[src/rtl/rank_axil_regbank.sv]
// AXI4-Lite slave register bank: NUM_REGS x DATA_WIDTH control/status registers for the RankIP core.
// Latency: write commits, wr_pulse and BVALID one cycle after the later of AW/W; RVALID one cycle after AR.
// Backpressure: AW/W/AR ready drop while a response is pending; B and R are held stable until BREADY/RREADY.
//
// Ports:
//   ACLK, ARESETN             clock, synchronous active-low reset
//   AW*/W*/B*                 AXI4-Lite write address, write data and write response channels
//   AR*/R*                    AXI4-Lite read address and read data channels
//   reg_q                     RW register contents, register i at [i*DATA_WIDTH +: DATA_WIDTH]
//   reg_d                     status inputs returned for registers flagged in RO_MASK
//   wr_pulse                  one-cycle strobe per accepted write to RW register i

module rank_axil_regbank #(
    parameter int                  DATA_WIDTH = 32,
    parameter int                  NUM_REGS   = 4,
    parameter int                  ADDR_WIDTH = 6,
    parameter logic [NUM_REGS-1:0] RO_MASK    = '0
) (
    input  logic                           ACLK,
    input  logic                           ARESETN,

    input  logic [ADDR_WIDTH-1:0]          AWADDR,
    input  logic [2:0]                     AWPROT,
    input  logic                           AWVALID,
    output logic                           AWREADY,

    input  logic [DATA_WIDTH-1:0]          WDATA,
    input  logic [DATA_WIDTH/8-1:0]        WSTRB,
    input  logic                           WVALID,
    output logic                           WREADY,

    output logic [1:0]                     BRESP,
    output logic                           BVALID,
    input  logic                           BREADY,

    input  logic [ADDR_WIDTH-1:0]          ARADDR,
    input  logic [2:0]                     ARPROT,
    input  logic                           ARVALID,
    output logic                           ARREADY,

    output logic [DATA_WIDTH-1:0]          RDATA,
    output logic [1:0]                     RRESP,
    output logic                           RVALID,
    input  logic                           RREADY,

    output logic [NUM_REGS*DATA_WIDTH-1:0] reg_q,
    input  logic [NUM_REGS*DATA_WIDTH-1:0] reg_d,
    output logic [NUM_REGS-1:0]            wr_pulse
);

    localparam int         STRB_W      = DATA_WIDTH / 8;
    localparam int         BYTE_BITS   = $clog2(STRB_W);
    localparam int         IDX_W       = ADDR_WIDTH - BYTE_BITS;
    localparam logic [1:0] RESP_OKAY   = 2'b00;
    localparam logic [1:0] RESP_SLVERR = 2'b10;

    typedef enum logic {W_IDLE, W_RESP} wstate_t;
    typedef enum logic {R_IDLE, R_DATA} rstate_t;

    // ------------------------------------------------------------------
    // State and storage
    // ------------------------------------------------------------------
    wstate_t                r_wstate;
    wstate_t                w_wstate_nxt;
    rstate_t                r_rstate;
    rstate_t                w_rstate_nxt;

    logic                   r_aw_held;
    logic [IDX_W-1:0]       r_aw_idx;
    logic                   r_w_held;
    logic [DATA_WIDTH-1:0]  r_wdata;
    logic [STRB_W-1:0]      r_wstrb;
    logic [1:0]             r_bresp;
    logic [NUM_REGS-1:0]    r_wr_pulse;
    logic [DATA_WIDTH-1:0]  r_regs [NUM_REGS];

    logic [DATA_WIDTH-1:0]  r_rdata;
    logic [1:0]             r_rresp;

    // ------------------------------------------------------------------
    // Write channel
    // ------------------------------------------------------------------
    logic                   w_aw_hs;
    logic                   w_w_hs;
    logic                   w_commit;
    logic [IDX_W-1:0]       w_cur_aw_idx;
    logic [DATA_WIDTH-1:0]  w_cur_wdata;
    logic [STRB_W-1:0]      w_cur_wstrb;
    logic                   w_wr_inrange;

    // Readies are gated by ARESETN so they are low throughout reset and
    // come up in the very first cycle the reset is released.
    assign AWREADY = ARESETN && (r_wstate == W_IDLE) && !r_aw_held;
    assign WREADY  = ARESETN && (r_wstate == W_IDLE) && !r_w_held;

    assign w_aw_hs = AWVALID && AWREADY;
    assign w_w_hs  = WVALID && WREADY;

    // A beat arriving this cycle is used directly, so AW and W landing
    // together (or the second of them landing) commits on the same edge.
    assign w_cur_aw_idx = r_aw_held ? r_aw_idx : AWADDR[ADDR_WIDTH-1:BYTE_BITS];
    assign w_cur_wdata  = r_w_held  ? r_wdata  : WDATA;
    assign w_cur_wstrb  = r_w_held  ? r_wstrb  : WSTRB;

    assign w_commit     = (r_wstate == W_IDLE) && (r_aw_held || w_aw_hs) && (r_w_held || w_w_hs);
    assign w_wr_inrange = (32'(w_cur_aw_idx) < NUM_REGS);

    always_comb begin
        w_wstate_nxt = r_wstate;
        if (r_wstate == W_IDLE) begin
            if (w_commit) begin
                w_wstate_nxt = W_RESP;
            end
        end else begin
            if (BREADY) begin
                w_wstate_nxt = W_IDLE;
            end
        end
    end

    always_ff @(posedge ACLK) begin
        if (!ARESETN) begin
            r_wstate <= W_IDLE;
        end else begin
            r_wstate <= w_wstate_nxt;
        end
    end

    always_ff @(posedge ACLK) begin
        if (!ARESETN) begin
            r_aw_held  <= 1'b0;
            r_aw_idx   <= '0;
            r_w_held   <= 1'b0;
            r_wdata    <= '0;
            r_wstrb    <= '0;
            r_bresp    <= RESP_OKAY;
            r_wr_pulse <= '0;
            for (int i = 0; i < NUM_REGS; i++) begin
                r_regs[i] <= '0;
            end
        end else begin
            r_wr_pulse <= '0;

            if (w_aw_hs) begin
                r_aw_held <= 1'b1;
                r_aw_idx  <= AWADDR[ADDR_WIDTH-1:BYTE_BITS];
            end
            if (w_w_hs) begin
                r_w_held <= 1'b1;
                r_wdata  <= WDATA;
                r_wstrb  <= WSTRB;
            end

            // Commit clears the captures; this later assignment overrides
            // the capture above when the final beat arrives this cycle.
            if (w_commit) begin
                r_aw_held <= 1'b0;
                r_w_held  <= 1'b0;
                r_bresp   <= w_wr_inrange ? RESP_OKAY : RESP_SLVERR;
                for (int i = 0; i < NUM_REGS; i++) begin
                    // Read-only registers swallow the write with an OKAY.
                    if ((w_cur_aw_idx == IDX_W'(i)) && !RO_MASK[i]) begin
                        r_wr_pulse[i] <= 1'b1;
                        for (int b = 0; b < STRB_W; b++) begin
                            if (w_cur_wstrb[b]) begin
                                r_regs[i][8*b +: 8] <= w_cur_wdata[8*b +: 8];
                            end
                        end
                    end
                end
            end
        end
    end

    assign BVALID   = (r_wstate == W_RESP);
    assign BRESP    = r_bresp;
    assign wr_pulse = r_wr_pulse;

    always_comb begin
        reg_q = '0;
        for (int i = 0; i < NUM_REGS; i++) begin
            reg_q[i*DATA_WIDTH +: DATA_WIDTH] = r_regs[i];
        end
    end

    // ------------------------------------------------------------------
    // Read channel
    // ------------------------------------------------------------------
    logic                   w_ar_hs;
    logic [IDX_W-1:0]       w_ar_idx;
    logic                   w_rd_inrange;
    logic [DATA_WIDTH-1:0]  w_rd_val;

    assign ARREADY      = ARESETN && (r_rstate == R_IDLE);
    assign w_ar_hs      = ARVALID && ARREADY;
    assign w_ar_idx     = ARADDR[ADDR_WIDTH-1:BYTE_BITS];
    assign w_rd_inrange = (32'(w_ar_idx) < NUM_REGS);

    // RW registers return their stored value as of this cycle, so a write
    // committing on the same edge is not visible to this read.
    always_comb begin
        w_rd_val = '0;
        for (int i = 0; i < NUM_REGS; i++) begin
            if (w_ar_idx == IDX_W'(i)) begin
                w_rd_val = RO_MASK[i] ? reg_d[i*DATA_WIDTH +: DATA_WIDTH] : r_regs[i];
            end
        end
    end

    always_comb begin
        w_rstate_nxt = r_rstate;
        if (r_rstate == R_IDLE) begin
            if (w_ar_hs) begin
                w_rstate_nxt = R_DATA;
            end
        end else begin
            if (RREADY) begin
                w_rstate_nxt = R_IDLE;
            end
        end
    end

    always_ff @(posedge ACLK) begin
        if (!ARESETN) begin
            r_rstate <= R_IDLE;
        end else begin
            r_rstate <= w_rstate_nxt;
        end
    end

    always_ff @(posedge ACLK) begin
        if (!ARESETN) begin
            r_rdata <= '0;
            r_rresp <= RESP_OKAY;
        end else if (w_ar_hs) begin
            r_rdata <= w_rd_inrange ? w_rd_val : '0;
            r_rresp <= w_rd_inrange ? RESP_OKAY : RESP_SLVERR;
        end
    end

    assign RVALID = (r_rstate == R_DATA);
    assign RDATA  = r_rdata;
    assign RRESP  = r_rresp;

    // Protection bits, byte-offset address bits and the reg_d lanes of RW
    // registers carry no meaning for this block.
    logic w_unused_ok;
    assign w_unused_ok = ^{AWPROT, ARPROT, AWADDR[BYTE_BITS-1:0], ARADDR[BYTE_BITS-1:0], reg_d};

endmodule

[config.mk]
export PLATFORM = sky130hd
export DESIGN_NAME = rank_axil_regbank
export DESIGN_NICKNAME = d
export VERILOG_FILES = /design/src/rtl/rank_axil_regbank.sv
export SDC_FILE = /design/constraint.sdc
export NUM_CORES = 1
export LEC_CHECK = 0
export BUFFER_PORTS_ARGS = -buffer_cell sky130_fd_sc_hd__buf_2
export CAP_MARGIN = 20
export CELL_PAD_IN_SITES_DETAIL_PLACEMENT = 2
export CELL_PAD_IN_SITES_GLOBAL_PLACEMENT = 2
export CORE_MARGIN = 2
export CORE_UTILIZATION = 30
export CTS_CLUSTER_DIAMETER = 200
export DETAILED_ROUTE_END_ITERATION = 8
export PLACE_DENSITY = 0.83
export SLEW_MARGIN = 25
export SYNTH_ARGS = -nofsm -noshare
export SYNTH_HDL_FRONTEND = slang
export SYNTH_SLANG_ARGS = --single-unit
[constraint.sdc]
create_clock -name ACLK -period 3.5 [get_ports ACLK]
set_clock_uncertainty 0.2 [all_clocks]
set_input_delay 0.525 -clock ACLK [delete_from_list [all_inputs] [get_ports ACLK]]
set_output_delay 0.525 -clock ACLK [all_outputs]
set_load 0.05 [all_outputs]
Word level (Yosys, flattened, before mapping) --
Memories as Yosys holds them, arrays and structs flattened. Cells that the tools add are included.
Cells by class: muxes and demuxes 105, equality and inequality tests 6, bitwise logic cells 19, reduce and logical (&&, ||, !) cells 17, magnitude comparators 2
Operator list (count):
- 32-bit 2-to-1 mux | 6
- 8-bit 2-to-1 mux | 16
- 1-bit 2-to-1 mux | 79
- 4-bit by 2-bit equality test with 1-bit output (second input constant) | 4
- 1-bit bitwise OR | 16
- 1-bit logical AND | 9
- 4-bit by 1-bit equality test with 1-bit output (second input constant) | 2
- 4-bit logical NOT | 2
- 4-bit by 3-bit < comparator with 1-bit output (second input constant) | 2
- 4-bit 2-to-1 mux | 2
- 2-bit 2-to-1 mux | 2
- 1-bit inverter | 3
- 1-bit logical NOT | 2
- 1-bit logical OR | 2
- 2-bit AND reduction | 1
- 2-bit OR reduction | 1
Word-level totals: memories kept 1, output and inout port bits 173, bits in writable memories 128, flip-flop bits (word level) 84
Memory list:
- r_regs | words 4, bits a word 32, read ports 4, clocked after Yosys merged registers in 0, wr ports 4, line 75 | logic [DATA_WIDTH-1:0] r_regs [NUM_REGS];

Logic depth before layout (Yosys ltp) --
Gate-level depths: netlist (run 1).
word-level depth 11, gate-level depth with buffers 6, depth with buffers taken out 3

Worst setup path after synthesis (run 1) --
Ideal clock, no wire load.
path kind input to output, start in ARESETN, end out AWREADY, path buffers 3, slack 936 ps, stages on the path 5, arrival time 1839 ps, cell sequence buf_2 nor2b_1 buf_4 buf_4 nor2b_1
On the way: word-level cells in the longest chain between the ends 2
Ends and longest elaborated chain:
- start: declaration | line 20 | input logic ARESETN,
- 1-bit logical AND (2 in series) | line 93 | assign AWREADY = ARESETN && (r_wstate == W_IDLE) && !r_aw_held;
- end: declaration | line 25 | output logic AWREADY,
No other way between the ends.

==> results of run 1 <==
-- area by class of cell --
cell class              count  share of cell area
well taps                 402              0.0421
repair buffers            256               0.119
multi-input cells         570               0.314
clock inverters            11             0.00900
flip-flops and latches    210               0.459
inverters                   1            0.000314
diodes                      3            0.000628
clock buffers              33              0.0557
-- power breakdown --
group | internal [mW] | switching, mW | leakage, nW
clock | 1.48 | 1.02 | 0.376
combinational | 0.215 | 0.623 | 2.39
sequential | 2.71 | 0.0673 | 1.99
-- cells in the final DEF, fill, tap and decap left out, drive strengths merged, types with 3 or more instances in the layout --
master	instances
a21oi	6
o2bb2ai	10
clkinv	8
nand2b	22
a21boi	36
a32o	22
diode	3
nand2	74
or2	3
and4b	4
nor2	158
mux2	11
o31ai	16
nor3b	6
and4bb	3
nor2b	10
o2111ai	32
clkbuf	33
and3b	35
o22ai	36
edfxtp	128
mux2i	26
buf	256
and3	33
dfxtp	82
o211ai	10
-- stage by stage --
step	instances	utilization	cell area, sq um	setup WS (ns)
3_3_place_gp	1439	0.353	11200	0.885
2_1_floorplan	858	-	9670	0.936
5_1_grt	1483	0.377	11900	0.604
3_5_place_dp	1439	0.353	11200	0.697
6_report	1486	0.378	12000	0.745
4_1_cts	1483	0.377	11900	0.737
-- critical path: stages (launching register included) --
cell and delay (ns):
dfxtp_1 0.62, nor3b_4 0.58, o22ai_4 0.39, o31ai_1 0.41, buf_4 0.26
-- state kept, by name, indices dropped and copies added, names as in the netlist --
register   flops
r_regs       128
RDATA         32
r_wdata       32
r_aw_idx       4
r_wstrb        4
wr_pulse       4
BRESP          1
BVALID         1
RRESP          1
RVALID         1
r_aw_held      1
r_w_held       1
-- per-layer routing --
metal  up-vias  share of wire  global-route usage
met4         8          0.029              0.0701
met5         -         0.0015                   0
met2       243           0.49               0.373
li1       3569              -                   -
met1      4006           0.42               0.263
met3        72          0.061              0.0468
-- cells by family (layout without fill, tap and decap cells) --
family,after synthesis,count (layout),share of synthesized area
AOI/OAI and AO/OA,172,172,0.154
other,1,5,0.000388
DFF,210,210,0.568
muxes,37,37,0.0398
and+or+nand+nor,359,359,0.191
buffers and inverters,78,301,0.0474
-- worst max path at each step --
stage	from	end	slack, ns	cells past startpoint
after floorplan	ARESETN	AWREADY	0.94	5
after global placement	ARESETN	r_wdata[11]	0.89	5
after detailed placement	ARESETN	r_regs[0][1]	0.70	5
after CTS	r_aw_held	r_regs[0][24]	0.74	4
after global routing	r_aw_held	r_regs[0][27]	0.60	4
final	r_aw_held	r_regs[0][24]	0.74	4
==> results.md, run 1 <==
- Crit path max fanout: 29
- Port bufs: 221
- Max Slew Vio Count: 0
- Worst skew pair latency: approximately 0.5 ns
- CP Class: register to register
- ANT nets after route: 0
- Worst slew pin tran: between 1 and 1.5 ns
- Layout cells sized above 1: 0.315
- Post-synthesis cell type count: 52
- Synth top area cells: edfxtp_1, dfxtp_1, nor2_1, nand2_1, and3b_1
- Max_cap viols: 0
- Clock Tree Root: clkbuf_16
- Multi-input gate area: 3750 sq um
- Period utilisation layout: 0.787
- Crit end category: register
- Total Power: 6.11 mW
- Vias: 7,898
- Post-synthesis sequential area ratio: 0.568
- Most common flop cell mapped by yosys: edfxtp_1
- Largest net degree at the start of global routing: 72
- Iter 0 DRT Violations: 460
- I/O pin count: 362
- Mapped cell area: just under 10,000 sq um
- Area share of the leading cell type in the synthesized netlist: 0.398
- CTS Buf Count: 24
- Synth warn: 0
- Hold_buf cts: 0
- CTS Sinks: 210
- DRC violations left: 0
- Avg WL per Cell: between 20 and 25 um
- Max-slew headroom: 0.321
- Die Wd: 183 um
- GRT Residual Overflow: 0
- F_max: 363 MHz
- Num rows: 65
- Hold worst-path end: r_wdata[22]
- Hold WS: 0.0580 ns
- Core footprint: around 32,000 sq um
- Clk buf depth: 3
- Syn Area/Cell: 11.3 sq um
- Global-route usage over all layers: 0.214
- Number of flops mapped to enable cells by yosys: 128
- Pwr dens: 512 nW/um^2
- Vias per cell: 5.31
- Worst R2R Setup Slack: around 0.74 ns
- Register bit total from synthesis: 210
- Die Ht: 183 um
- Status: complete, no violations
- Nets: 1,252
- Fillers: 3,358
- Post-cts resize count: 0
- Initial core utilization: 0.305
- P_leak: approximately 4.8 nW
- TritonCTS clock tree: yes
- Sequential cell area: 5490 sq um
- Total routed wirelength: 37,000 um
- Initial antenna violation count: 8
- Gate Count Post-Synth: 857
- Final worst path period need: roughly 2.8 ns
- Postcts setup bufs: 0
- Worst min path class: input port to register
- Post-route setup TNS: 0 ns
- Final setup vio count: 0
- Worst Path Required: 3.52 ns
- First-pass GRT wire length: roughly 54,000 um
- Count leader, synth: nor2_1
- Clock-pin slew on the worst setup and hold paths: 0.06 ns
- Worst EP arrival: around 2.8 ns
- RSZ-0062 raised after global routing: false
- Gpl congestion: 0.822
- Critical R2R Capture: r_regs[0][24]
- P&R area growth vs syn: 23.7%
- VDD IR max: 212 uV
- Die Area: approximately 34,000 sq um
- DP HPWL: 26,700 um
- Synth area leader: edfxtp_1
- H-tree Lvls: 1
- Startpoint Class: register
- Pre-antenna DRT Iters: 5
- Final hold vios: 0
- Hold Path Stages: 3
- Worst hold start: WDATA[22]
- Synth top cells by count: nor2_1, edfxtp_1, dfxtp_1, nand2_1, and3_1
- Reg2Reg Launch Point: r_aw_held
- R2R depth: 4
- FFs w/ async S/R, synth: 0
- Number of global-route vias before repair: 8,504
(Power assumes the default switching activity.)
==> run 2: changes to the inputs <==
Settings changed: ABC_AREA from default to 1, CORE_UTILIZATION 30 to 26, PLACE_DENSITY 0.83 to 0.8.
Clock period 3.5 ns to 2.5 ns, I/O delays scaled along.
==> results.md, run 2 <==
- Synth top cells by count: nor2_1, edfxtp_1, nand2_1, nand3_1, dfxtp_1
- Startpoint Class: input port
- Nets: between 1,000 and 1,500
- Largest net degree at the start of global routing: 75
- ANT nets after route: 0
- DP Cell Count: 1,642
- Pre-antenna DRT Iters: 5
- Post-synthesis mux area share: 0.0343
- Compound-Gate Fraction of Synth Area: 0.0809
- Pwr dens: 713 nW/um^2
- Core footprint: 35,500 sq um
- Total routed wirelength: between 30,000 and 40,000 um
- Vias: 8,250
- Num rows: a little under 70
- F_max: 438 MHz
- Number of global-route vias before repair: just under 9,000
- TritonCTS clock tree: yes
- Most common flop cell mapped by yosys: edfxtp_1
- Vias per cell: approximately 4.8
- Iter 0 DRT Violations: between 300 and 400
- Switch Pwr: 2.50 mW
- Mapped cell area: ~9300 sq um
- Multi-input gate area: 3330 sq um
- Final hold vios: 0
- Post-synthesis cell type count: 34
- Clk buf depth: 3
- Worst EP arrival: roughly 2.3 ns
- XOR/XNOR Fraction of Synth Area: 0
- RSZ-0062 raised after global routing: false
- Clk pwr share: 0.415
- Synth warn: 0
- Fillers: between 3,000 and 4,000
- P&R area growth vs syn: 32.2%
- Count leader, synth: nor2_1
- Worst skew pair latency: 0.52 ns
- Synth top area cells: edfxtp_1, dfxtp_1, nor2_1, nand3_1, nand2_1
- Initial antenna violation count: 0
- Gpl congestion: 0.879
- Clock Tree Root: clkbuf_16
- Avg WL per Cell: 21.0 um
- Placed instance area: 11,100 sq um
- Finished Cell Area: 12,300 sq um
- DP HPWL: ~27,000 um
- P_leak: roughly 5.3 nW
- CTS Sinks: 210
- Post-synthesis sequential area ratio: 0.588
- Worst slew pin tran: slightly above 0.7 ns
- Die Wd: just under 200 um
- Most frequent cells in the layout: buf_2, nor2_1, edfxtp_1
- Int Pwr: 6.29 mW
- Synth area leader: edfxtp_1
- Largest family of logic cells by synthesized area: simple AND/OR/NAND/NOR gates
- I/O pin count: 362
- CP Class: input port to register
- VDD IR max: 452 uV
- H-tree Lvls: 1
- First-pass GRT wire length: 55,800 um
- Max reg flops: 128
- Initial core utilization: 0.263
- Synth Area in Adders: 0
- Simple-gate area share of the yosys netlist: 0.240
- Comb pwr share: 0.142
- Final setup vio count: 0
- Worst Path Required: 2.47 ns
- GRT Residual Overflow: 0
- Syn Area/Cell: 9.55 sq um
- Port bufs: roughly 220
- Register bit total from synthesis: 210
- Area share of the leading cell type in the synthesized netlist: 0.412
- Post-cts resize count: 0
- Max_cap viols: 0
- Switching share of power: 0.284
- Status: complete, no violations
- Sequential Power Share: 0.443
- Die Area: 37,400 sq um
- Largest reg by FF count: r_regs
- Post-route setup TNS: 0 ns
- DRC violations left: 0
- # diodes: 0
- Final worst path period need: 2.28 ns
- Crit path max fanout: 8
- Period utilisation layout: 0.912
- Crit end category: register
- Max Slew Vio Count: 0
- Layout cells sized above 1: 0.262
- Die Ht: 193 um
- Max-slew headroom: 0.501
- FFs w/ async S/R, synth: 0
- Fin cells: 1,733
- Sequential cell area: 5490 sq um
- Gate Count Post-Synth: 977
- Clock-pin slew on the worst setup and hold paths: 0.06 ns
- Worst min path class: input port to register
- Commonest non-fill, non-tap cell in the layout: buf_2
- Number of flops mapped to enable cells by yosys: 128
- Global-route usage over all layers: 0.191
- CTS Buf Count: 26
==> run 2: critical path, cell delays in order <==
cell and delay [ns]:
dlygate4sd3_1 0.53, buf_2 0.12, nor2_1 0.12, nand2_1 0.07, nand2_1 0.17, nand3_2 0.16, nor2_1 0.24, nand2_1 0.09
nand2_1 0.37
==> run 2: layout make-up <==
class	count	share of cell area
clock buffers	39	0.0609
clock inverters	8	0.00578
inverters	68	0.0207
well taps	461	0.0468
repair buffers	303	0.151
multi-input cells	644	0.270
flip-flops and latches	210	0.445
==> run 2: logic make-up (layout without fill, tap and decap cells) <==
family,count (synthesis),count (layout)
AND/OR/NAND/NOR,466,466
flip-flops,210,210
AO/OA/AOI/OAI,144,144
buffers and inverters,124,418
multiplexers,32,32
other,1,2
==> run 2: per-layer routing <==
layer,routed length (um),part of all wire,up-vias,track usage
met1,16200,0.44,4114,0.253
met2,17500,0.48,212,0.323
met4,1080,0.030,0,0.0597
li1,-,-,3873,-
met5,0,0,-,0
met3,1680,0.046,51,0.0282
==> run 2: path summary, 6_finish.rpt <==
| path | startpoint | slack, ns | end | depth (start not counted) |
|---|---|---|---|---|
| setup / recovery | AWADDR[4] | 0.22 | r_regs[2][22] | 9 |
| hold reg to reg | r_wstrb[2] | 0.25 | r_wstrb[2] | 2 |
| hold / removal | WDATA[10] | 0.0009 | r_wdata[10] | 3 |
| setup reg to reg | BVALID | 0.22 | r_regs[0][15] | 8 |
==> run 2: power groups by stage <==
stage               registers, mW  clock network, mW  logic [mW]
detailed placement           3.97                  0        1.19
finish                       3.90               3.64        1.25
floorplan                    4.25                  0       0.489
CTS                          3.90               3.74        1.25
global route                 3.91               3.88        1.33
global placement             3.96                  0        1.15
==> run 2: per-stage QoR <==
step                      setup WS, ns  hold slack, ns  total power, mW   util
after floorplan                 0.0833           0.229             4.74      -
after global placement           0.210           0.238             5.11  0.312
after detailed placement         0.156           0.249             5.16  0.312
after CTS                        0.170         0.00251             8.89  0.348
after global routing            0.0379          0.0377             9.12  0.348
final                            0.219        0.000890             8.79  0.348
==> run 2: repair_timing <==
item / in CTS / in global routing
hold endpoints to repair: 41 / 0
hold buffers: 44 / 0
setup buffers: 0 / 0
